===== src/rtl/axil_i2s_ctrl_regs.sv =====
// AXI4-Lite control/status register block for the I2S transmitter path.
//
// Register map (word index):
//   0          VER         read-only, returns VERSION
//   1          CTRL        read/write, drives ctrl_out
//   2          INT_EN      read/write, bits [INT_W-1:0] implemented
//   3          INT_STATUS  write-one-to-clear, set by int_src
//   4..N-1     CFG         read/write, drives cfg_out (register 4 in the LSBs)
// Out-of-range indices answer SLVERR and have no side effects.
//
// Ports:
//   s_axi_ctrl_aclk / s_axi_ctrl_arst  clock, asynchronous active-high reset
//   s_axi_ctrl_aw* / w* / b*           AXI4-Lite write channels (AW and W in any order)
//   s_axi_ctrl_ar* / r*                AXI4-Lite read channels
//   int_src                            per-source interrupt set pulses
//   ctrl_out, cfg_out                  register contents towards the audio datapath
//   irq                                registered |(INT_STATUS & INT_EN)
module axil_i2s_ctrl_regs #(
  parameter int unsigned NUM_REGS = 8,
  parameter int unsigned ADDR_W   = 8,
  parameter int unsigned INT_W    = 8,
  parameter logic [31:0] VERSION  = 32'h0002_0000
) (
  input  logic                       s_axi_ctrl_aclk,
  input  logic                       s_axi_ctrl_arst,
  input  logic                       s_axi_ctrl_awvalid,
  output logic                       s_axi_ctrl_awready,
  input  logic [ADDR_W-1:0]          s_axi_ctrl_awaddr,
  input  logic                       s_axi_ctrl_wvalid,
  output logic                       s_axi_ctrl_wready,
  input  logic [31:0]                s_axi_ctrl_wdata,
  input  logic [3:0]                 s_axi_ctrl_wstrb,
  output logic                       s_axi_ctrl_bvalid,
  input  logic                       s_axi_ctrl_bready,
  output logic [1:0]                 s_axi_ctrl_bresp,
  input  logic                       s_axi_ctrl_arvalid,
  output logic                       s_axi_ctrl_arready,
  input  logic [ADDR_W-1:0]          s_axi_ctrl_araddr,
  output logic                       s_axi_ctrl_rvalid,
  input  logic                       s_axi_ctrl_rready,
  output logic [31:0]                s_axi_ctrl_rdata,
  output logic [1:0]                 s_axi_ctrl_rresp,
  input  logic [INT_W-1:0]           int_src,
  output logic [31:0]                ctrl_out,
  output logic [(NUM_REGS-4)*32-1:0] cfg_out,
  output logic                       irq
);

  localparam int unsigned IdxW   = ADDR_W - 2;
  localparam int unsigned NumCfg = NUM_REGS - 4;

  typedef enum logic [2:0] {WIdle, WHaveAw, WHaveW, WCommit, WResp} w_state_e;
  typedef enum logic {RIdle, RResp} r_state_e;

  // Write channel state
  w_state_e         w_state_q;
  logic             awready_q, wready_q, bvalid_q;
  logic [1:0]       bresp_q;
  logic [IdxW-1:0]  wr_idx_q;
  logic [31:0]      wdata_q;
  logic [3:0]       wstrb_q;

  // Read channel state
  r_state_e         r_state_q;
  logic             arready_q, rvalid_q;
  logic [31:0]      rdata_q;
  logic [1:0]       rresp_q;

  // Register file
  logic [31:0]                ctrl_q;
  logic [INT_W-1:0]           int_en_q;
  logic [INT_W-1:0]           int_status_q;
  logic [NumCfg-1:0][31:0]    cfg_q;
  logic                       irq_q;

  logic [31:0]      wr_idx32, rd_idx32;
  logic             wr_commit, wr_oor;
  logic [31:0]      wmask;
  logic [INT_W-1:0] status_clr;
  logic [31:0]      rd_data;
  logic [1:0]       rd_resp;

  // Word-select bits only; the byte offset within a word has no meaning here.
  logic unused_addr_lsbs;
  assign unused_addr_lsbs = ^{s_axi_ctrl_awaddr[1:0], s_axi_ctrl_araddr[1:0]};

  function automatic logic [31:0] merge(input logic [31:0] old_val, input logic [31:0] new_val,
                                        input logic [31:0] mask);
    return (old_val & ~mask) | (new_val & mask);
  endfunction

  assign wr_idx32  = 32'(wr_idx_q);
  assign rd_idx32  = 32'(s_axi_ctrl_araddr[ADDR_W-1:2]);
  assign wr_commit = (w_state_q == WCommit);
  assign wr_oor    = (wr_idx32 >= NUM_REGS);

  always_comb begin
    wmask = '0;
    for (int b = 0; b < 4; b++) begin
      wmask[b*8 +: 8] = {8{wstrb_q[b]}};
    end
    status_clr = '0;
    if (wr_commit && wr_idx32 == 32'd3) begin
      status_clr = wdata_q[INT_W-1:0] & wmask[INT_W-1:0];
    end
  end

  // Write FSM: captures AW and W independently, commits once both are held.
  always_ff @(posedge s_axi_ctrl_aclk or posedge s_axi_ctrl_arst) begin
    if (s_axi_ctrl_arst) begin
      w_state_q <= WIdle;
      awready_q <= 1'b1;
      wready_q  <= 1'b1;
      bvalid_q  <= 1'b0;
      bresp_q   <= 2'b00;
      wr_idx_q  <= '0;
      wdata_q   <= '0;
      wstrb_q   <= '0;
    end else begin
      unique case (w_state_q)
        WIdle: begin
          if (s_axi_ctrl_awvalid) begin
            wr_idx_q  <= s_axi_ctrl_awaddr[ADDR_W-1:2];
            awready_q <= 1'b0;
          end
          if (s_axi_ctrl_wvalid) begin
            wdata_q  <= s_axi_ctrl_wdata;
            wstrb_q  <= s_axi_ctrl_wstrb;
            wready_q <= 1'b0;
          end
          if (s_axi_ctrl_awvalid && s_axi_ctrl_wvalid) w_state_q <= WCommit;
          else if (s_axi_ctrl_awvalid)                 w_state_q <= WHaveAw;
          else if (s_axi_ctrl_wvalid)                  w_state_q <= WHaveW;
        end
        WHaveAw: begin
          if (s_axi_ctrl_wvalid) begin
            wdata_q   <= s_axi_ctrl_wdata;
            wstrb_q   <= s_axi_ctrl_wstrb;
            wready_q  <= 1'b0;
            w_state_q <= WCommit;
          end
        end
        WHaveW: begin
          if (s_axi_ctrl_awvalid) begin
            wr_idx_q  <= s_axi_ctrl_awaddr[ADDR_W-1:2];
            awready_q <= 1'b0;
            w_state_q <= WCommit;
          end
        end
        WCommit: begin
          bvalid_q  <= 1'b1;
          bresp_q   <= wr_oor ? 2'b10 : 2'b00;
          w_state_q <= WResp;
        end
        WResp: begin
          if (s_axi_ctrl_bready) begin
            bvalid_q  <= 1'b0;
            awready_q <= 1'b1;
            wready_q  <= 1'b1;
            w_state_q <= WIdle;
          end
        end
        default: w_state_q <= WIdle;
      endcase
    end
  end

  // Register file; the commit cycle of the write FSM is the only write port.
  always_ff @(posedge s_axi_ctrl_aclk or posedge s_axi_ctrl_arst) begin
    if (s_axi_ctrl_arst) begin
      ctrl_q       <= '0;
      int_en_q     <= '0;
      int_status_q <= '0;
      cfg_q        <= '0;
      irq_q        <= 1'b0;
    end else begin
      if (wr_commit && wr_idx32 == 32'd1) begin
        ctrl_q <= merge(ctrl_q, wdata_q, wmask);
      end
      if (wr_commit && wr_idx32 == 32'd2) begin
        int_en_q <= (int_en_q & ~wmask[INT_W-1:0]) | (wdata_q[INT_W-1:0] & wmask[INT_W-1:0]);
      end
      for (int i = 0; i < int'(NumCfg); i++) begin
        if (wr_commit && wr_idx32 == 32'(i + 4)) begin
          cfg_q[i] <= merge(cfg_q[i], wdata_q, wmask);
        end
      end
      // Set wins over a simultaneous W1C of the same bit.
      int_status_q <= (int_status_q & ~status_clr) | int_src;
      irq_q        <= |(int_status_q & int_en_q);
    end
  end

  always_comb begin
    rd_data = '0;
    rd_resp = 2'b00;
    if (rd_idx32 >= NUM_REGS) begin
      rd_resp = 2'b10;
    end else if (rd_idx32 == 32'd0) begin
      rd_data = VERSION;
    end else if (rd_idx32 == 32'd1) begin
      rd_data = ctrl_q;
    end else if (rd_idx32 == 32'd2) begin
      rd_data[INT_W-1:0] = int_en_q;
    end else if (rd_idx32 == 32'd3) begin
      rd_data[INT_W-1:0] = int_status_q;
    end else begin
      for (int i = 0; i < int'(NumCfg); i++) begin
        if (rd_idx32 == 32'(i + 4)) rd_data = cfg_q[i];
      end
    end
  end

  // Read FSM: data is sampled at the AR handshake and held until accepted.
  always_ff @(posedge s_axi_ctrl_aclk or posedge s_axi_ctrl_arst) begin
    if (s_axi_ctrl_arst) begin
      r_state_q <= RIdle;
      arready_q <= 1'b1;
      rvalid_q  <= 1'b0;
      rdata_q   <= '0;
      rresp_q   <= 2'b00;
    end else begin
      unique case (r_state_q)
        RIdle: begin
          if (s_axi_ctrl_arvalid) begin
            rdata_q   <= rd_data;
            rresp_q   <= rd_resp;
            rvalid_q  <= 1'b1;
            arready_q <= 1'b0;
            r_state_q <= RResp;
          end
        end
        RResp: begin
          if (s_axi_ctrl_rready) begin
            rvalid_q  <= 1'b0;
            arready_q <= 1'b1;
            r_state_q <= RIdle;
          end
        end
        default: r_state_q <= RIdle;
      endcase
    end
  end

  assign s_axi_ctrl_awready = awready_q;
  assign s_axi_ctrl_wready  = wready_q;
  assign s_axi_ctrl_bvalid  = bvalid_q;
  assign s_axi_ctrl_bresp   = bresp_q;
  assign s_axi_ctrl_arready = arready_q;
  assign s_axi_ctrl_rvalid  = rvalid_q;
  assign s_axi_ctrl_rdata   = rdata_q;
  assign s_axi_ctrl_rresp   = rresp_q;
  assign ctrl_out           = ctrl_q;
  assign cfg_out            = cfg_q;
  assign irq                = irq_q;

endmodule


===== config.mk =====
export PLATFORM = sky130hd
export DESIGN_NAME = axil_i2s_ctrl_regs
export DESIGN_NICKNAME = d
export VERILOG_FILES = /design/src/rtl/axil_i2s_ctrl_regs.sv
export SDC_FILE = /design/constraint.sdc
export NUM_CORES = 1
export LEC_CHECK = 0
export ABC_AREA = 0
export BUFFER_PORTS_ARGS = -buffer_cell sky130_fd_sc_hd__buf_2
export CORE_MARGIN = 5
export CORE_UTILIZATION = 40
export DETAILED_ROUTE_END_ITERATION = 7
export GPL_TIMING_DRIVEN = 0
export PLACE_DENSITY = 0.63
export REMOVE_ABC_BUFFERS = 1
export SLEW_MARGIN = 20
export SYNTH_ARGS = -nofsm -noshare
export SYNTH_HDL_FRONTEND = slang
export SYNTH_SLANG_ARGS = --single-unit

===== constraint.sdc =====
create_clock -name s_axi_ctrl_aclk -period 16.3 [get_ports s_axi_ctrl_aclk]
set_input_delay 3.26 -clock s_axi_ctrl_aclk [delete_from_list [all_inputs] [get_ports s_axi_ctrl_aclk]]
set_output_delay 3.26 -clock s_axi_ctrl_aclk [all_outputs]
set_load 0.02 [all_outputs]

==> impl_metrics.env, run 1 <==
export IMPL_status="complete, no violations"
export IMPL_synth_cell_types=46
export IMPL_clock_sinks=262
export IMPL_synth_largest_area_cell="dfrtp_1"
export IMPL_cp_end_kind="register"
export IMPL_required_ps=16750
export IMPL_die_x_um=178
export IMPL_grt_pass1_wl_um=49000
export IMPL_synthArstFlopShare_pct=100
export IMPL_synth_top_family_by_area="multiplexers"
export IMPL_area_growth_pct=24.9
export IMPL_drt_total_wl_um=32100
export IMPL_synth_area_mm2=0.0114
export IMPL_hold_buffers=0
export IMPL_nets=1136
export IMPL_portBuffers=262
export IMPL_reg2reg_from="wr_idx_q[2]$_DFFE_PP0P_"
export IMPL_grt_max_degree=101
export IMPL_r2r_end="int_status_q[2]$_DFF_PP0_"
export IMPL_first_iter_violations=426
export IMPL_cts_setup_buffers=0
export IMPL_hp_class="register to register"
export IMPL_firstDrtPassIters=4
export IMPL_p_leak_nw=7.34
export IMPL_crit_type="input port to register"
export IMPL_layout_min_cycle_time_ps=5130
export IMPL_final_layout_size_suffix_gt1_share_pct=54.9
export IMPL_gp_congestion=0.745
export IMPL_path_clk_slew_ps=60
export IMPL_min_from="s_axi_ctrl_rdata[1]$_DFFE_PP0P_"
export IMPL_min_path_cells=2
export IMPL_worstRegToRegCells=4
export IMPL_synth_fa_ha_area_share_pct=0
export IMPL_cp_start_kind="input port"
export IMPL_detail_route_wl_per_cell_um=21.9
export IMPL_vias=7792
export IMPL_ir_drop_v=0.0000948
export IMPL_setup_viol_count_final=0
export IMPL_setup_tns_final_ps=0
export IMPL_cp_arrival_ps=5580
export IMPL_tritoncts="built"
export IMPL_drtAntennaViolNets=0
export IMPL_fp_dieH_um=178
export IMPL_drc=0
export IMPL_fmax_mhz=195
export IMPL_synth_mux_area_share_pct=25.3
export IMPL_p_per_area_mw_per_mm2=159
export IMPL_rrSetupSlack_ps=13740
export IMPL_clock_skew_ps=11.6
export IMPL_max_slew_margin_rel_pct=30.3
export IMPL_slew_viol_final=0
export IMPL_die_area_mm2=0.0319
export IMPL_synth_area_leaders="dfrtp_1 57%, mux2_2 23%, o21ai_0 2.1%"
export IMPL_yosysWarnings=0
export IMPL_grt_usage_pct=19.9
export IMPL_cp_max_fo=50
export IMPL_synth_top_cells_by_count="259 x dfrtp_1, 229 x mux2_2, 47 x o21ai_0, 30 x a22oi_1, 27 x nor2_1"
export IMPL_whs_ps=472
export IMPL_synth_most_common_cell="dfrtp_1"
export IMPL_syn_instance_count=806
export IMPL_final_hold_viol_count=0
export IMPL_via_per_inst=5.31
export IMPL_row_count=61
export IMPL_core_area_mm2=0.0279
export IMPL_cts_resized=0
export IMPL_clk_latency_ps=540
export IMPL_diodes=0
export IMPL_hold_path_end="s_axi_ctrl_rdata[1]$_DFFE_PP0P_"
export IMPL_overflow=0
export IMPL_postSynthAreaPerCell_um2=14.1
export IMPL_synth_compound_area_share_pct=8.08
export IMPL_grt_pass1_vias=8125
export IMPL_ctsLongestPathBuffers=3
export IMPL_rsz0062_at_grt="no"
export IMPL_yosysTopAreaCellShare_pct=57.1
export IMPL_ys_seq_elements=262
export IMPL_antenna_found_initial=5
export IMPL_synth_main_ff_cell="dfrtp_1"
export IMPL_drv_cap=0
export IMPL_io_pins=269
export IMPL_start_util_pct=40.6
export IMPL_ys_seq_area_share_pct=57.8
export IMPL_dp_hpwl_um=21400
export IMPL_htreeDepth=1
export IMPL_worst_slew_pin_slew_ps=1040
export IMPL_period_share_pct=31.5
export IMPL_yosys_area_share_simple_pct=6.63
export IMPL_synth_edff_count=0
export IMPL_clockRootBuffer="clkbuf_16"
export IMPL_cts_inserted_buffers=29
export IMPL_synth_xor_area_share_pct=0
## worst max-delay path by stage
stage / start / to / slack, ps / cells after the start
2_1_floorplan: s_axi_ctrl_arst / async pin / 5830 / 1
3_3_place_gp: s_axi_ctrl_arst / async pin / 2690 / 2
3_5_place_dp: s_axi_ctrl_araddr[2] / s_axi_ctrl_rdata[6]$_DFFE_PP0P_ / 10620 / 7
4_1_cts: s_axi_ctrl_araddr[2] / s_axi_ctrl_rdata[9]$_DFFE_PP0P_ / 11180 / 7
5_1_grt: s_axi_ctrl_araddr[2] / s_axi_ctrl_rdata[6]$_DFFE_PP0P_ / 11080 / 7
6_report: s_axi_ctrl_araddr[2] / s_axi_ctrl_rdata[9]$_DFFE_PP0P_ / 11170 / 7
## layout make-up
| cell class | instances | area, um^2 |
|---|---|---|
| clock buffer | 42 | 855 |
| fill | 2508 | 13800 |
| sequential | 262 | 6560 |
| clock inverter | 9 | 103 |
| inverter | 10 | 45.0 |
| timing repair buffer | 272 | 1540 |
| tap | 378 | 473 |
| multi-input combinational | 494 | 4600 |
## critical path, stage by stage
cell	delay (ps)
buf_4	600
nand2b_2	610
buf_16	350
nor3_4	290
buf_8	220
a22oi_1	80
o21ai_0	110
## layer usage
metal | GRT usage, % | share of wire, %
met1 | 27.7 | 45
met2 | 32.1 | 47
met3 | 4.77 | 6.6
met4 | 3.68 | 1.7
met5 | 0 | 0.14
## power by group
| group | internal, mW | switching [mW] |
|---|---|---|
| logic | 0.269 | 0.315 |
| registers | 0.819 | 0.196 |
| clock network | 0.392 | 0.259 |
| total | 1.48 | 0.771 |
## kinds of logic after synthesis
group | count (synthesis)
AO/OA/AOI/OAI | 144
buffers and inverters | 51
flip-flops | 262
multiplexers | 249
other | 1
AND/OR/NAND/NOR | 99
## through the flow
step	cells	instance area, um^2	power, mW	worst slack [ps]	util, %
after floorplan	766	11100	1.36	5830	-
after global placement	1406	12900	1.59	2690	46.3
after detailed placement	1416	13200	1.62	10620	47.3
after CTS	1467	14200	2.28	11180	50.7
after global routing	1467	14200	2.37	11080	50.7
final	1467	14200	2.25	11170	50.7
## placed cells by master, fill, tap and decap left out, drive strengths merged, types with 16 or more instances in the layout
| master | n |
|---|---|
| a22oi | 30 |
| mux2 | 237 |
| nand2 | 24 |
| dfrtp | 259 |
| o221ai | 16 |
| nor2 | 31 |
| clkbuf | 42 |
| a21oi | 22 |
| o21ai | 47 |
| buf | 272 |
Power figures use the tool's default switching activity.
==> run 2, diff against run 1 <==
--- a/config.mk
+++ b/config.mk
@@ -5,7 +5,7 @@
 export SDC_FILE = /design/constraint.sdc
 export NUM_CORES = 1
 export LEC_CHECK = 0
-export ABC_AREA = 0
+export ABC_AREA = 1
 export BUFFER_PORTS_ARGS = -buffer_cell sky130_fd_sc_hd__buf_2
 export CORE_MARGIN = 5
 export CORE_UTILIZATION = 40
==> constraint.sdc (replaced) <==
create_clock -name s_axi_ctrl_aclk -period 4.8 [get_ports s_axi_ctrl_aclk]
set_input_delay 0.96 -clock s_axi_ctrl_aclk [delete_from_list [all_inputs] [get_ports s_axi_ctrl_aclk]]
set_output_delay 0.96 -clock s_axi_ctrl_aclk [all_outputs]
set_load 0.02 [all_outputs]
==> impl_metrics.env, run 2 <==
export IMPL_drtAntennaViolNets=0
export IMPL_final_hold_viol_count=0
export IMPL_combPwrFrac_pct=27.6
export IMPL_grt_usage_pct=22.5
export IMPL_wl_met3_um=3040
export IMPL_synthArstFlopShare_pct=100
export IMPL_synth_area_leaders="dfrtp_1 57%, nand2_1 17%, o21ai_0 9.1%"
export IMPL_cp_top_family="simple AND/OR/NAND/NOR gates"
export IMPL_clkPwrFrac_pct=29.9
export IMPL_crit_type="input port to register"
export IMPL_portBuffers=262
export IMPL_critical_path_buf_inv_count=3
export IMPL_critical_path_depth=12
export IMPL_required_ps=5270
export IMPL_instances_no_fill=2032
export IMPL_ir_drop_v=0.000280
export IMPL_synth_largest_area_cell="dfrtp_1"
export IMPL_multi_input_area_mm2=0.00413
export IMPL_ctsLongestPathBuffers=3
export IMPL_via_per_inst=5.03
export IMPL_min_path_cells=2
export IMPL_clockRootBuffer="clkbuf_16"
export IMPL_drt_total_wl_um=36100
export IMPL_layout_commonest_cell="nand2_1"
export IMPL_cp_max_fo=23
export IMPL_synth_cell_types=31
export IMPL_final_layout_size_suffix_gt1_share_pct=21.4
export IMPL_slew_viol_final=0
export IMPL_path_clk_slew_ps=60
export IMPL_yosysTopAreaCellShare_pct=57.2
export IMPL_nets=1698
export IMPL_drv_cap=0
export IMPL_synth_fa_ha_area_share_pct=0
export IMPL_highest_layer="met5"
export IMPL_cp_end_kind="register"
export IMPL_worstRegToRegCells=7
export IMPL_yosysWarnings=0
export IMPL_status="complete, no violations"
export IMPL_cp_arrival_ps=3180
export IMPL_max_slew_margin_rel_pct=44.6
export IMPL_grt_pass1_vias=9856
export IMPL_p_seq_share_pct=42.5
export IMPL_vias=10200
export IMPL_fmax_mhz=370
export IMPL_fp_dieH_um=178
export IMPL_critPathSlowestCell="nor2_4"
export IMPL_swShare_pct=36.8
export IMPL_syn_instance_count=1377
export IMPL_clock_sinks=262
export IMPL_synth_edff_count=0
export IMPL_synth_most_common_cell="nand2_1"
export IMPL_synth_main_ff_cell="dfrtp_1"
export IMPL_cts_setup_buffers=0
export IMPL_p_per_area_mw_per_mm2=544
export IMPL_core_area_mm2=0.0279
export IMPL_grt_max_degree=101
export IMPL_overflow=0
export IMPL_fillCellCount=2684
export IMPL_tritoncts="built"
export IMPL_firstDrtPassIters=5
export IMPL_wl_met2_um=16900
export IMPL_cp_start_kind="input port"
export IMPL_drc=0
export IMPL_mostFrequentLayoutCells="515 x nand2_1, 262 x buf_2, 259 x dfrtp_1, 206 x o21ai_0, 117 x inv_1"
export IMPL_synth_compound_area_share_pct=12.1
export IMPL_synth_xor_area_share_pct=0
export IMPL_crit_chain="buf_2 -> nor2_4 -> buf_12 -> nand2_1 -> nor2_4 -> buf_16 -> nand2_1 -> nand3_1 -> nand2_1 -> nand2_1 -> nand2_1 -> nand2_1"
export IMPL_antenna_found_initial=4
export IMPL_wl_met1_um=15300
export IMPL_setup_tns_final_ps=0
export IMPL_yosys_area_share_simple_pct=23.5
export IMPL_grt_pass1_wl_um=56300
export IMPL_synth_top_family_by_area="simple AND/OR/NAND/NOR gates"
export IMPL_io_pins=269
export IMPL_die_area_mm2=0.0318
export IMPL_cts_resized=0
export IMPL_area_growth_pct=25.8
export IMPL_detail_route_wl_per_cell_um=17.8
export IMPL_postSynthAreaPerCell_um2=8.23
export IMPL_placed_cells=1978
export IMPL_ys_seq_area_share_pct=57.9
export IMPL_dp_hpwl_um=25000
export IMPL_crit_top_cell="nand2_1"
export IMPL_p_switching_mw=2.86
export IMPL_rsz0062_at_grt="no"
export IMPL_synth_area_mm2=0.0113
export IMPL_internal_power_mw=4.90
export IMPL_cts_inserted_buffers=29
export IMPL_ys_seq_elements=262
export IMPL_gp_congestion=0.816
export IMPL_worst_slew_pin_slew_ps=827
export IMPL_seq_area_mm2=0.00656
export IMPL_htreeDepth=1
export IMPL_hold_buffers=0
export IMPL_synth_mux_area_share_pct=0.298
export IMPL_p_leak_nw=7.61
export IMPL_synth_top_cells_by_count="516 x nand2_1, 259 x dfrtp_1, 206 x o21ai_0, 118 x inv_1, 76 x nand3_1"
export IMPL_first_iter_violations=774
export IMPL_period_share_pct=56.3
export IMPL_clock_skew_ps=10.8
export IMPL_clk_latency_ps=540
export IMPL_layout_min_cycle_time_ps=2700
export IMPL_setup_viol_count_final=0
export IMPL_crit_path_max_incr_delay_ps=520
export IMPL_row_count=61
export IMPL_start_util_pct=40.7
export IMPL_die_x_um=178
export IMPL_hp_class="register to register"
run 2: changes by cell type in the layout (fill, tap and decap cells not counted), sizes merged, moves of 9 or more:
cell / change
a21oi: +32
a22oi: -30
buf: +9
inv: +108
mux2: -234
nand2: +493
nand3: +63
nor2: +17
o21ai: +163
o221ai: -16
o22ai: -12
run 2: cell type report:
| type | instances | area share, % |
|---|---|---|
| antenna | 1 | 0.0175 |
| inverter | 120 | 3.22 |
| sequential | 262 | 46.0 |
| clock inverter | 6 | 0.737 |
| timing repair buffer | 281 | 11.4 |
| tap | 378 | 3.32 |
| clock buffer | 47 | 6.33 |
| multi-input combinational | 937 | 29.0 |
run 2: final timing paths:
kind                                     startpoint                               end  slack [ps]
max                            s_axi_ctrl_araddr[7]  s_axi_ctrl_rdata[17]$_DFFE_PP0P_        2100
min                         wdata_q[29]$_DFFE_PP0P_                          register         470
max reg2reg                w_state_q[2]$_DFFE_PP0P_                          register        2120
min reg2reg                 wdata_q[29]$_DFFE_PP0P_                          register         470
max in group asynchronous           s_axi_ctrl_arst    s_axi_ctrl_arready$_DFFE_PP1P_        3350
min in group asynchronous           s_axi_ctrl_arst                         async pin         570
run 2: tightest hold or removal path, cell delays in order, from the launching register on:
cell and delay, ps:
dfrtp_1 340, nand2_1 50, nand2_1 50
run 2: metal layers:
layer	vias up	GRT usage, %
met5	-	0
met4	6	5.53
met3	64	4.51
met2	360	36.4
met1	4880	31.1
li1	4905	-
run 2: kinds of logic after synthesis:
| logic type | after synthesis |
|---|---|
| simple gates | 661 |
| compound gates | 271 |
| flops | 262 |
| buf+inv | 179 |
| mux | 3 |
| other cells | 1 |
run 2: metrics by stage:
stage | power, mW | hold WS [ps] | area [um^2] | setup slack (ps) | utilization (%)
4_1_cts | 7.82 | 469 | 14300 | 2060 | 51.2
2_1_floorplan | 4.55 | 444 | 11100 | -3370 | -
6_report | 7.76 | 469 | 14300 | 2100 | 51.2
3_5_place_dp | 5.48 | 456 | 13300 | 1550 | 47.6
5_1_grt | 8.22 | 489 | 14300 | 1890 | 51.2
3_3_place_gp | 5.41 | 452 | 12900 | -6430 | 46.2
run 2: power by group through the flow:
stage	Combinational, mW	Sequential [mW]	Clock (mW)
finish	2.14	3.30	2.32
global route	2.38	3.38	2.46
CTS	2.16	3.29	2.36
detailed placement	2.16	3.33	0
global placement	2.09	3.31	0
floorplan	0.814	3.74	0
==> run 3, diff against run 2 <==
--- a/config.mk
+++ b/config.mk
@@ -11,7 +11,7 @@
 export CORE_UTILIZATION = 40
 export DETAILED_ROUTE_END_ITERATION = 7
 export GPL_TIMING_DRIVEN = 0
-export PLACE_DENSITY = 0.63
+export PLACE_DENSITY = 0.66
 export REMOVE_ABC_BUFFERS = 1
 export SLEW_MARGIN = 20
 export SYNTH_ARGS = -nofsm -noshare
==> constraint.sdc (replaced) <==
create_clock -name s_axi_ctrl_aclk -period 2.4 [get_ports s_axi_ctrl_aclk]
set_input_delay 0.48 -clock s_axi_ctrl_aclk [delete_from_list [all_inputs] [get_ports s_axi_ctrl_aclk]]
set_output_delay 0.48 -clock s_axi_ctrl_aclk [all_outputs]
set_load 0.02 [all_outputs]
==> impl_metrics.env, run 3 (synthesis results as in run 2) <==
export IMPL_rrSetupSlack_ps=-10
export IMPL_cts_inserted_buffers=29
export IMPL_row_count=61
export IMPL_grt_pass1_vias=9841
export IMPL_place_ws_ps=-311
export IMPL_cp_max_fo=16
export IMPL_cp_end_kind="register"
export IMPL_vias=10200
export IMPL_layout_min_cycle_time_ps=2410
export IMPL_final_hold_viol_count=0
export IMPL_tritoncts="built"
export IMPL_portBuffers=262
export IMPL_worst_slew_pin_slew_ps=770
export IMPL_cp_arrival_ps=2810
export IMPL_die_area_mm2=0.0318
export IMPL_via_per_inst=5.00
export IMPL_rsz0062_at_grt="yes"
export IMPL_drv_cap=0
export IMPL_setup_viol_count_final=1
export IMPL_ctsLongestPathBuffers=3
export IMPL_gp_congestion=0.854
export IMPL_cp_start_kind="register"
export IMPL_nets=1704
export IMPL_period_share_pct=100
export IMPL_htreeDepth=1
export IMPL_fin_area_mm2=0.0144
export IMPL_mostFrequentLayoutCells="511 x nand2_1, 262 x buf_2, 259 x dfrtp_1, 206 x o21ai_0, 116 x inv_1"
export IMPL_grt_usage_pct=22.5
export IMPL_cp_startpoint="wr_idx_q[4]$_DFFE_PP0P_"
export IMPL_clockRootBuffer="clkbuf_16"
export IMPL_crit_type="register to register"
export IMPL_grt_pass1_wl_um=56100
export IMPL_clock_sinks=262
export IMPL_clk_latency_ps=550
export IMPL_start_util_pct=40.7
export IMPL_core_area_mm2=0.0279
export IMPL_detail_route_wl_per_cell_um=17.8
export IMPL_layout_commonest_cell="nand2_1"
export IMPL_area_growth_pct=26.8
export IMPL_grt_max_degree=97
export IMPL_fmax_mhz=415
export IMPL_max_slew_margin_rel_pct=48.3
export IMPL_drt_total_wl_um=36200
export IMPL_slew_viol_final=0
export IMPL_p_per_area_mw_per_mm2=1070
export IMPL_antenna_found_initial=3
export IMPL_io_pins=269
export IMPL_first_iter_violations=744
export IMPL_required_ps=2800
export IMPL_fp_dieH_um=178
export IMPL_clock_skew_ps=16.4
export IMPL_setup_slack_ps=-11.1
export IMPL_ir_drop_v=0.000658
export IMPL_overflow=0
export IMPL_status="finished with violations"
export IMPL_reg2reg_from="wr_idx_q[4]$_DFFE_PP0P_"
export IMPL_worstRegToRegCells=5
export IMPL_drtAntennaViolNets=0
export IMPL_path_clk_slew_ps=60
export IMPL_failed_checks="negative setup slack"
export IMPL_final_layout_size_suffix_gt1_share_pct=22.4
export IMPL_drc=0
export IMPL_dpl_cell_area_mm2=0.0133
export IMPL_dp_hpwl_um=24800
export IMPL_hp_class="input port to register"
export IMPL_power_mw=15.4
export IMPL_firstDrtPassIters=6
export IMPL_die_x_um=178
export IMPL_p_leak_nw=7.64
-- run 3: cell count changes in the layout (fill, tap and decap cells not counted), moves of 3 or more --
cell     previous run  this run
nand2_2             2         5
nor2_2              3         0
buf_4               8        12
nor2_4              6         9
nand3_1            76        69
nand2_1           515       511
nand3_2             0         7
-- run 3: how the worst min path moves through the flow --
| stage | startpoint | end | slack (ps) | depth (start not counted) |
|---|---|---|---|---|
| floorplan | register | register | 440 | 2 |
| global placement | wdata_q[30]$_DFFE_PP0P_ | register | 450 | 2 |
| detailed placement | wdata_q[12]$_DFFE_PP0P_ | register | 460 | 2 |
| CTS | int_src[0] | int_status_q[0]$_DFF_PP0_ | 90 | 3 |
| global route | int_src[0] | int_status_q[0]$_DFF_PP0_ | 100 | 3 |
| finish | int_src[0] | int_status_q[0]$_DFF_PP0_ | 110 | 3 |
-- run 3: cell type report --
| class | count | area (um^2) |
|---|---|---|
| sequential | 262 | 6560 |
| fill | 2643 | 13500 |
| clock inverter | 3 | 43.8 |
| antenna | 1 | 2.50 |
| multi-input combinational | 937 | 4210 |
| timing repair buffer | 287 | 1700 |
| inverter | 120 | 463 |
| clock buffer | 49 | 921 |
| tap | 378 | 473 |
-- run 3: report_power, final --
part / internal, mW / switching, mW
Sequential: 5.65 / 0.947
Clock: 2.69 / 1.79
Combinational: 1.29 / 3.04
Total: 9.64 / 5.78
-- run 3: worst max-delay path, cell delays in order (launching register included) --
cell and delay [ps]:
dfrtp_1 370, or2_1 340, nor4_2 560, nand3_1 630, nand2_1 230, o21ai_0 110
-- run 3: repair_timing --
item / 4_1_cts / 5_1_grt
cloned: 0 / 0
setup endpoints to repair: 75 / 153
buffers inserted: 1 / 3
gates resized for setup: 6 / 12
pin swaps: 1 / 1
hold buffers: 1 / 0
hold endpoints to repair: 1 / 0
-- run 3: routing by layer --
| metal | GRT usage [%] | wire length (um) |
|---|---|---|
| met1 | 30.5 | 15600 |
| met2 | 37.4 | 17100 |
| met3 | 4.37 | 2580 |
| met4 | 5.31 | 831 |
| met5 | 0 | 40 |
-- run 3: stage by stage --
step           util [%]  hold WS (ps)  cells  setup TNS (ps)
2_1_floorplan         -           444   1319        -1486070
3_3_place_gp       46.2           453   1959        -2531830
3_5_place_dp       47.7           457   1979           -9310
4_1_cts            51.3          87.7   2033           -2520
5_1_grt            51.6           103   2037           -5400
6_report           51.6           111   2037           -11.1
